## src/rtl/ctrl_sequencer_pkg.sv

```systemverilog
// Shared opcode constants, encodings, ALU function table and decode helpers
// for the control sequencer.
package ctrl_pkg;

   localparam logic [5:0] OP_LD   = 6'h18;
   localparam logic [5:0] OP_ST   = 6'h19;
   localparam logic [5:0] OP_JMP  = 6'h1B;
   localparam logic [5:0] OP_BEQ  = 6'h1D;
   localparam logic [5:0] OP_BNE  = 6'h1E;
   localparam logic [5:0] OP_LDR  = 6'h1F;
   localparam logic [5:0] OP_MUL  = 6'h22;
   localparam logic [5:0] OP_DIV  = 6'h23;
   localparam logic [5:0] OP_MULC = 6'h32;
   localparam logic [5:0] OP_DIVC = 6'h33;

   localparam logic [2:0] PCSEL_INC  = 3'd0;
   localparam logic [2:0] PCSEL_BR   = 3'd1;
   localparam logic [2:0] PCSEL_JMP  = 3'd2;
   localparam logic [2:0] PCSEL_TRAP = 3'd3;
   localparam logic [2:0] PCSEL_XADR = 3'd4;

   localparam logic [4:0] XP_REG = 5'd30;

   localparam logic [5:0] ALUFN_ADD    = 6'h00;
   localparam logic [5:0] ALUFN_PASS_A = 6'h1A;

   // Indexed by opcode[3:0]; the register and constant forms share a row.
   localparam logic [15:0][5:0] ALUFN_TBL = {
      6'h00, 6'h23, 6'h21, 6'h20,   // 15 -, 14 SRA, 13 SHR, 12 SHL
      6'h00, 6'h16, 6'h1E, 6'h18,   // 11 -, 10 XOR,  9 OR,   8 AND
      6'h00, 6'h37, 6'h35, 6'h33,   //  7 -,  6 CMPLE, 5 CMPLT, 4 CMPEQ
      6'h03, 6'h02, 6'h01, 6'h00    //  3 DIV, 2 MUL, 1 SUB, 0 ADD
   };

   typedef enum logic [1:0] {
      DECODE   = 2'd0,
      MEM_WAIT = 2'd1,
      ALU_WAIT = 2'd2,
      TRAP     = 2'd3
   } state_e;

   typedef struct packed {
      logic [2:0] pcsel;
      logic       ra2sel;
      logic       asel;
      logic       bsel;
      logic       wasel;
      logic       wr;
      logic       werf;
      logic [1:0] wdsel;
      logic [5:0] alufn;
      logic       stall;
   } ctl_t;

   function automatic logic is_legal(input logic [5:0] op);
      return op inside {6'h18, 6'h19, 6'h1B, [6'h1D:6'h1F], [6'h20:6'h26],
                        [6'h28:6'h2A], [6'h2C:6'h2E], [6'h30:6'h36],
                        [6'h38:6'h3A], [6'h3C:6'h3E]};
   endfunction

   function automatic logic is_mem(input logic [5:0] op);
      return op inside {OP_LD, OP_ST, OP_LDR};
   endfunction

   function automatic logic is_muldiv(input logic [5:0] op);
      return op inside {OP_MUL, OP_DIV, OP_MULC, OP_DIVC};
   endfunction

endpackage

```

## src/rtl/ctrl_sequencer_if.sv

```systemverilog
// Instruction/status inputs and datapath control outputs of the sequencer.
interface ctrl_sequencer_if #(parameter int NUM_IRQ = 4);
   logic [5:0]         OPCODE;
   logic               INSTR_VALID;
   logic               Z;
   logic [NUM_IRQ-1:0] IRQ;
   logic               PC_SUPER;
   logic               MEM_ACK;
   logic               ALU_DONE;
   logic [2:0]         PCSEL;
   logic               RA2SEL;
   logic               ASEL;
   logic               BSEL;
   logic               WASEL;
   logic               WR;
   logic               WERF;
   logic [1:0]         WDSEL;
   logic [5:0]         ALUFN;
   logic               STALL;
   logic [NUM_IRQ-1:0] IRQ_ACK;
   logic [2:0]         IRQ_ID;

   modport master (
      output OPCODE, INSTR_VALID, Z, IRQ, PC_SUPER, MEM_ACK, ALU_DONE,
      input  PCSEL, RA2SEL, ASEL, BSEL, WASEL, WR, WERF, WDSEL, ALUFN, STALL,
             IRQ_ACK, IRQ_ID
   );

   modport slave (
      input  OPCODE, INSTR_VALID, Z, IRQ, PC_SUPER, MEM_ACK, ALU_DONE,
      output PCSEL, RA2SEL, ASEL, BSEL, WASEL, WR, WERF, WDSEL, ALUFN, STALL,
             IRQ_ACK, IRQ_ID
   );
endinterface

```

## src/rtl/ctrl_sequencer_irq_prio_enc.sv

```systemverilog
// Fixed-priority encoder: the lowest-numbered active request wins.
module irq_prio_enc
   import ctrl_pkg::*;
#(
   parameter int NUM_IRQ = 4
) (
   input  logic [NUM_IRQ-1:0] req,
   output logic               vld,
   output logic [2:0]         idx,
   output logic [NUM_IRQ-1:0] onehot
);

   always_comb begin
      vld    = 1'b0;
      idx    = '0;
      onehot = '0;
      for (int i = NUM_IRQ - 1; i >= 0; i--) begin
         if (req[i]) begin
            vld       = 1'b1;
            idx       = 3'(i);
            onehot    = '0;
            onehot[i] = 1'b1;
         end
      end
   end

endmodule

```

## src/rtl/ctrl_sequencer.sv

```systemverilog
// Instruction-boundary control FSM: decodes opcodes into datapath controls,
// sequences memory and multi-cycle ALU waits, and takes interrupts at DECODE.
module ctrl_sequencer
   import ctrl_pkg::*;
#(
   parameter int NUM_IRQ      = 4,
   parameter int MULDIV_MULTI = 1,
   parameter int MEM_TIMEOUT  = 15
) (
   input  logic             CLK,
   input  logic             RESET_N,
   ctrl_sequencer_if.slave  bus
);

   localparam logic [1:0] S_DECODE   = 2'(DECODE);
   localparam logic [1:0] S_MEM_WAIT = 2'(MEM_WAIT);
   localparam logic [1:0] S_ALU_WAIT = 2'(ALU_WAIT);
   localparam logic [1:0] S_TRAP     = 2'(TRAP);
   localparam logic [7:0] LAST_WAIT  = 8'(MEM_TIMEOUT - 1);

   logic [1:0]         state_q, state_d;
   logic [7:0]         cnt_q;
   logic [5:0]         op_q, op_cur;
   logic               irq_vld, irq_take;
   logic [2:0]         irq_idx;
   logic [NUM_IRQ-1:0] irq_onehot;
   ctl_t               ctl;

   irq_prio_enc #(.NUM_IRQ(NUM_IRQ)) u_irq_prio_enc (
      .req    (bus.IRQ),
      .vld    (irq_vld),
      .idx    (irq_idx),
      .onehot (irq_onehot)
   );

   // Wait states run from the opcode captured on DECODE exit, not the live bus.
   assign op_cur   = (state_q == S_DECODE) ? bus.OPCODE : op_q;
   assign irq_take = (state_q == S_DECODE) && irq_vld && !bus.PC_SUPER;

   always_comb begin
      ctl        = '0;
      state_d    = state_q;
      ctl.ra2sel = (op_cur == OP_ST);
      ctl.asel   = (op_cur == OP_LDR);
      ctl.bsel   = (op_cur == OP_LD) || (op_cur == OP_ST) || (op_cur[5:4] == 2'b11);
      ctl.alufn  = op_cur[5] ? ALUFN_TBL[op_cur[3:0]]
                             : ((op_cur == OP_LDR) ? ALUFN_PASS_A : ALUFN_ADD);
      case (state_q)
         S_DECODE: begin
            if (irq_take) begin
               ctl.pcsel = PCSEL_XADR;
               ctl.werf  = 1'b1;
               ctl.wasel = 1'b1;
            end else if (!bus.INSTR_VALID) begin
               ctl.stall = 1'b1;
            end else if (!is_legal(op_cur)) begin
               ctl.pcsel = PCSEL_TRAP;
               ctl.werf  = 1'b1;
               ctl.wasel = 1'b1;
            end else if (op_cur == OP_JMP) begin
               ctl.pcsel = PCSEL_JMP;
               ctl.werf  = 1'b1;
            end else if (op_cur == OP_BEQ) begin
               ctl.pcsel = {2'b00, bus.Z};
               ctl.werf  = 1'b1;
            end else if (op_cur == OP_BNE) begin
               ctl.pcsel = {2'b00, ~bus.Z};
               ctl.werf  = 1'b1;
            end else if (is_mem(op_cur)) begin
               ctl.stall = 1'b1;
               state_d   = S_MEM_WAIT;
            end else if (is_muldiv(op_cur) && (MULDIV_MULTI != 0)) begin
               ctl.stall = 1'b1;
               ctl.wdsel = 2'd1;
               state_d   = S_ALU_WAIT;
            end else begin
               ctl.wdsel = 2'd1;
               ctl.werf  = 1'b1;
            end
         end
         S_MEM_WAIT: begin
            ctl.wr    = (op_q == OP_ST);
            ctl.stall = !bus.MEM_ACK;
            if (bus.MEM_ACK) begin
               if (op_q != OP_ST) begin
                  ctl.werf  = 1'b1;
                  ctl.wdsel = 2'd2;
               end
               state_d = S_DECODE;
            end else if (cnt_q == LAST_WAIT) begin
               state_d = S_TRAP;
            end
         end
         S_ALU_WAIT: begin
            ctl.wdsel = 2'd1;
            ctl.werf  = bus.ALU_DONE;
            ctl.stall = !bus.ALU_DONE;
            if (bus.ALU_DONE) state_d = S_DECODE;
         end
         default: begin
            ctl.pcsel = PCSEL_TRAP;
            ctl.werf  = 1'b1;
            ctl.wasel = 1'b1;
            state_d   = S_DECODE;
         end
      endcase
      // Reset must reach the outputs without waiting for a clock edge.
      if (!RESET_N) begin
         ctl       = '0;
         ctl.stall = 1'b1;
      end
   end

   assign bus.PCSEL   = ctl.pcsel;
   assign bus.RA2SEL  = ctl.ra2sel;
   assign bus.ASEL    = ctl.asel;
   assign bus.BSEL    = ctl.bsel;
   assign bus.WASEL   = ctl.wasel;
   assign bus.WR      = ctl.wr;
   assign bus.WERF    = ctl.werf;
   assign bus.WDSEL   = ctl.wdsel;
   assign bus.ALUFN   = ctl.alufn;
   assign bus.STALL   = ctl.stall;
   assign bus.IRQ_ACK = (irq_take && RESET_N) ? irq_onehot : '0;
   assign bus.IRQ_ID  = (irq_take && RESET_N) ? irq_idx : 3'd0;

   always_ff @(posedge CLK or negedge RESET_N) begin
      if (!RESET_N) begin
         state_q <= S_DECODE;
         cnt_q   <= '0;
      end else begin
         state_q <= state_d;
         cnt_q   <= ((state_q == S_MEM_WAIT) && (state_d == S_MEM_WAIT)) ? cnt_q + 8'd1 : '0;
      end
   end

   always_ff @(posedge CLK) begin
      if (state_q == S_DECODE) op_q <= bus.OPCODE;
   end

endmodule

```

## src/flat_wrapper.sv

```systemverilog
// flat-port wrapper written by rule: the top's interface ports become plain ports
module ctrl_sequencer_flat import ctrl_pkg::*;
#(
   parameter int NUM_IRQ      = 4,
   parameter int MULDIV_MULTI = 1,
   parameter int MEM_TIMEOUT  = 15
)
  (CLK, RESET_N, bus_OPCODE, bus_INSTR_VALID, bus_Z, bus_IRQ, bus_PC_SUPER, bus_MEM_ACK, bus_ALU_DONE, bus_PCSEL, bus_RA2SEL, bus_ASEL, bus_BSEL, bus_WASEL, bus_WR, bus_WERF, bus_WDSEL, bus_ALUFN, bus_STALL, bus_IRQ_ACK, bus_IRQ_ID);
  ctrl_sequencer_if #(.NUM_IRQ(NUM_IRQ)) bus_i ();
  input  logic CLK;
  input  logic RESET_N;
  input wire logic [$bits(bus_i.OPCODE)-1:0] bus_OPCODE;
  input wire logic [$bits(bus_i.INSTR_VALID)-1:0] bus_INSTR_VALID;
  input wire logic [$bits(bus_i.Z)-1:0] bus_Z;
  input wire logic [$bits(bus_i.IRQ)-1:0] bus_IRQ;
  input wire logic [$bits(bus_i.PC_SUPER)-1:0] bus_PC_SUPER;
  input wire logic [$bits(bus_i.MEM_ACK)-1:0] bus_MEM_ACK;
  input wire logic [$bits(bus_i.ALU_DONE)-1:0] bus_ALU_DONE;
  output wire logic [$bits(bus_i.PCSEL)-1:0] bus_PCSEL;
  output wire logic [$bits(bus_i.RA2SEL)-1:0] bus_RA2SEL;
  output wire logic [$bits(bus_i.ASEL)-1:0] bus_ASEL;
  output wire logic [$bits(bus_i.BSEL)-1:0] bus_BSEL;
  output wire logic [$bits(bus_i.WASEL)-1:0] bus_WASEL;
  output wire logic [$bits(bus_i.WR)-1:0] bus_WR;
  output wire logic [$bits(bus_i.WERF)-1:0] bus_WERF;
  output wire logic [$bits(bus_i.WDSEL)-1:0] bus_WDSEL;
  output wire logic [$bits(bus_i.ALUFN)-1:0] bus_ALUFN;
  output wire logic [$bits(bus_i.STALL)-1:0] bus_STALL;
  output wire logic [$bits(bus_i.IRQ_ACK)-1:0] bus_IRQ_ACK;
  output wire logic [$bits(bus_i.IRQ_ID)-1:0] bus_IRQ_ID;
  assign bus_i.OPCODE = bus_OPCODE;
  assign bus_i.INSTR_VALID = bus_INSTR_VALID;
  assign bus_i.Z = bus_Z;
  assign bus_i.IRQ = bus_IRQ;
  assign bus_i.PC_SUPER = bus_PC_SUPER;
  assign bus_i.MEM_ACK = bus_MEM_ACK;
  assign bus_i.ALU_DONE = bus_ALU_DONE;
  assign bus_PCSEL = bus_i.PCSEL;
  assign bus_RA2SEL = bus_i.RA2SEL;
  assign bus_ASEL = bus_i.ASEL;
  assign bus_BSEL = bus_i.BSEL;
  assign bus_WASEL = bus_i.WASEL;
  assign bus_WR = bus_i.WR;
  assign bus_WERF = bus_i.WERF;
  assign bus_WDSEL = bus_i.WDSEL;
  assign bus_ALUFN = bus_i.ALUFN;
  assign bus_STALL = bus_i.STALL;
  assign bus_IRQ_ACK = bus_i.IRQ_ACK;
  assign bus_IRQ_ID = bus_i.IRQ_ID;
  ctrl_sequencer #(.NUM_IRQ(NUM_IRQ), .MULDIV_MULTI(MULDIV_MULTI), .MEM_TIMEOUT(MEM_TIMEOUT)) u_core (.CLK(CLK), .RESET_N(RESET_N), .bus(bus_i));
endmodule
```

## config.mk

```make
export PLATFORM = sky130hd
export DESIGN_NAME = ctrl_sequencer_flat
export DESIGN_NICKNAME = d
export VERILOG_FILES = /design/src/rtl/ctrl_sequencer_pkg.sv /design/src/rtl/ctrl_sequencer_if.sv /design/src/rtl/ctrl_sequencer_irq_prio_enc.sv /design/src/rtl/ctrl_sequencer.sv /design/src/flat_wrapper.sv
export SDC_FILE = /design/constraint.sdc
export NUM_CORES = 1
export LEC_CHECK = 0
export BUFFER_PORTS_ARGS = -buffer_cell sky130_fd_sc_hd__buf_2
export CAP_MARGIN = 20
export CORE_ASPECT_RATIO = 0.8
export CORE_MARGIN = 5
export CORE_UTILIZATION = 50
export DETAILED_ROUTE_END_ITERATION = 16
export GPL_TIMING_DRIVEN = 1
export PLACE_DENSITY = 0.83
export SLEW_MARGIN = 40
export SYNTH_ARGS = -nofsm -noshare
export SYNTH_HDL_FRONTEND = slang
export SYNTH_SLANG_ARGS = --single-unit
```

## constraint.sdc

```tcl
create_clock -name CLK -period 6.4 [get_ports CLK]
set_input_delay 0.64 -clock CLK [delete_from_list [all_inputs] [get_ports CLK]]
set_output_delay 0.64 -clock CLK [all_outputs]
set_load 0.02 [all_outputs]
```

==> results.ini <==
[critical_path]
end_kind=output pin
startpoint_type=flip-flop
arrival_ps=3920
crit_path_cell_trace=inv_1 -> ha_1 -> mux2i_2 -> inv_2 -> ha_1 -> nor2_1 -> nand3_1 -> a32oi_4 -> o31ai_1 -> a21oi_1 -> o21a_1 -> buf_2
worst_path_largest_cell_delay_ps=700
cp_num_buf_inv=3
cp_common_cell=ha_1
worst_path_dominant_cell_family=adder cells
crit_required_ps=5760
r2r_slack_ps=2590
crit_slowest_cell=ha_1
crit_type=reg2out
r2r_cells=11
critical_path_depth=12
critPathMaxFanout=15

[cts]
clock_sink_count=16
clk_root_buffer_cell=clkbuf_8
cts_tree=built
h-tree-depth=1
clk_latency_ps=250
ctsLongestPathBuffers=2
post_cts.repair.setup_buffers=0
hold_buffers=0
clk_pin_slew_worst_paths_ps=70
post_cts.resized_instances=0
tritoncts.num_buffers=3

[grt]
track_usage=0.1673
vias_in_the_first_global_route=1344
grt_antenna_before_repair=0
grt_first_pass_wirelength_mm=5.940
overflow=0
largest_net_degree_at_the_start_of_global_routing=24

[route]
drt_first_iter_violations=101
remaining_drc_errors=0
avgViaCountPerCell=5.656
postRouteAntennaNets=0
routed_wirelength_mm=3.614
vias=1482
routed_wire_length_per_instance_um=13.79
drt_first_pass_iters=4

[yosys]
synth_top_flop_cell=dfrtp_1
postSynthCellCount=183
async_flop_share=0.6250
synth-edff-count=0
ys_seq_elements=16
synth_area_sq_mm=0.001594
synth_nets=213
synth.avg_cell_area_sq_um=8.711
synth.distinct_cells=55
synth-warning-count=0
synth.yosys.seq_area_share=0.2323

[placement]
routability_driven_placement_congestion_ratio=0.8982
placed_cells_incl_taps=258
pre_cts_slack_ps=2148
hpwl_mm=2.883
dpl_cell_area_sq_mm=0.001802
count_of_buffers_from_port_buffering=40

[pwr]
finalPower_mw=0.5108
vdd.ir_drop.worst_uv=142.3
pwr_density_cell_mw_per_mm2=275.1
p_leak_nw=0.8360

[floorplanning]
boundaryPins=42
floorplan.initialDensity=0.5166
overall_die_area_sq_mm=0.004424
fp.coreArea_sq_mm=0.003085
rows=18
die_w_um=73.13
die_h_um=60.50

[sta]
fin_setup_tns_ps=0
setup_violations=0
worst_slew_margin_relative_to_its_limit=0.4672
fin_skew_ps=4.217
postLayoutSetupSlackWorst_ps=1841
rsz0062_at_grt=false
layout_worst_path_cycle_share=0.7123
worst_slew_pin_tran_ps=799.2
final_period_minus_worst_setup_slack_ps=4559
timing.final.max_slew_violations=0
holdWs_ps=325.9
hold_viol_final=0
clock.fmax_mhz=219.4

[cells_and_area]
multi_input_gate_area_in_the_final_layout_sq_mm=0.001124
finalNetCount=253
n_antenna_cell=0
postLayoutCellArea_sq_mm=0.001857
area_grow_syn2layout_pct=16.48
final_core_utilization=0.6018
finalNonFillerCells=262
layout-drive-gt1-share=0.3018
area.sequential_sq_um=370.4
fill_cells=266

[run]
max-cap-violations=0

[min_path]
min_path_type=in2async

[outcome]
run_status=complete, no violations

## cells in the mapped netlist (2+ instances only)
library cell   n  area share
nor3b_1        3       0.014
o21a_1         4       0.019
inv_2          2      0.0047
nand4_1        2      0.0078
xnor2_1        5       0.027
dfrtp_1       10        0.16
dfxtp_1        6       0.075
and3_1         5       0.020
nand3_1        7       0.022
a21oi_1       11       0.035
nor3b_2        2       0.016
ha_1          13        0.10
nand2_1       19       0.045
inv_4          2      0.0078
and2_1         3       0.012
mux2i_4        2       0.028
nor2_1        21       0.049
o31ai_1        2      0.0094
nor4_1         3       0.012
o21ai_0        5       0.016
o22ai_1        3       0.012
nor3_1         8       0.025
inv_1         10       0.024
mux2i_2        3       0.026
a31oi_1        2      0.0078
## power breakdown
part / switching, mW / internal (mW) / total (mW)
logic: 0.186 / 0.113 / 0.299
clock network: 0.0354 / 0.0545 / 0.0899
registers: 0.0104 / 0.112 / 0.122
total: 0.231 / 0.279 / 0.511
## path summary, 6_finish.rpt
path	startpoint	end
max in group asynchronous	RESET_N	u_core.cnt_q[5]
setup / recovery	u_core.state_q[1]	bus_WERF
hold reg to reg	u_core.op_q[4]	u_core.op_q[4]
hold / removal	RESET_N	u_core.cnt_q[2]
setup reg to reg	u_core.state_q[1]	u_core.cnt_q[0]
min in group CLK	u_core.op_q[4]	u_core.op_q[4]
## logic make-up after synthesis
logic type	share of synthesized area
xor+xnor	0.03297
buf+inv	0.06279
compound gates	0.2096
mux	0.08163
flops	0.2323
other cells	0.002353
fa+ha+maj	0.1020
simple gates	0.2763
## area by class of cell
cell class,instances,share of cell area
inverters,14,0.03100
clock buffers,4,0.02965
multi-input cells,148,0.6051
flip-flops and latches,16,0.1995
repair buffers,40,0.1078
well taps,40,0.02695
## layout by cell type (no fill, tap or decap), types with 3 or more instances in the layout
master / instances
buf_2: 40
nor2_1: 21
nand2_1: 19
ha_1: 13
a21oi_1: 11
inv_1: 10
dfrtp_1: 10
nor3_1: 8
nand3_1: 7
dfxtp_1: 6
and3_1: 5
o21ai_0: 5
xnor2_1: 5
o21a_1: 4
clkbuf_8: 4
mux2i_2: 3
nor4_1: 3
o22ai_1: 3
and2_1: 3
nor3b_1: 3
## layer usage
metal  vias to the layer above  routed length, um  global-route usage
li1                        736                  -                   -
met5                         -                  0                   0
met1                       698               1709              0.2385
met4                         0                 10             0.02368
met2                        46               1646              0.2777
met3                         2                247             0.02318
## flip-flops by register name (all words and copies together) (netlist names)
register        flops
u_core.cnt_q        8
u_core.op_q         6
u_core.state_q      2
(Power assumes the default switching activity.)
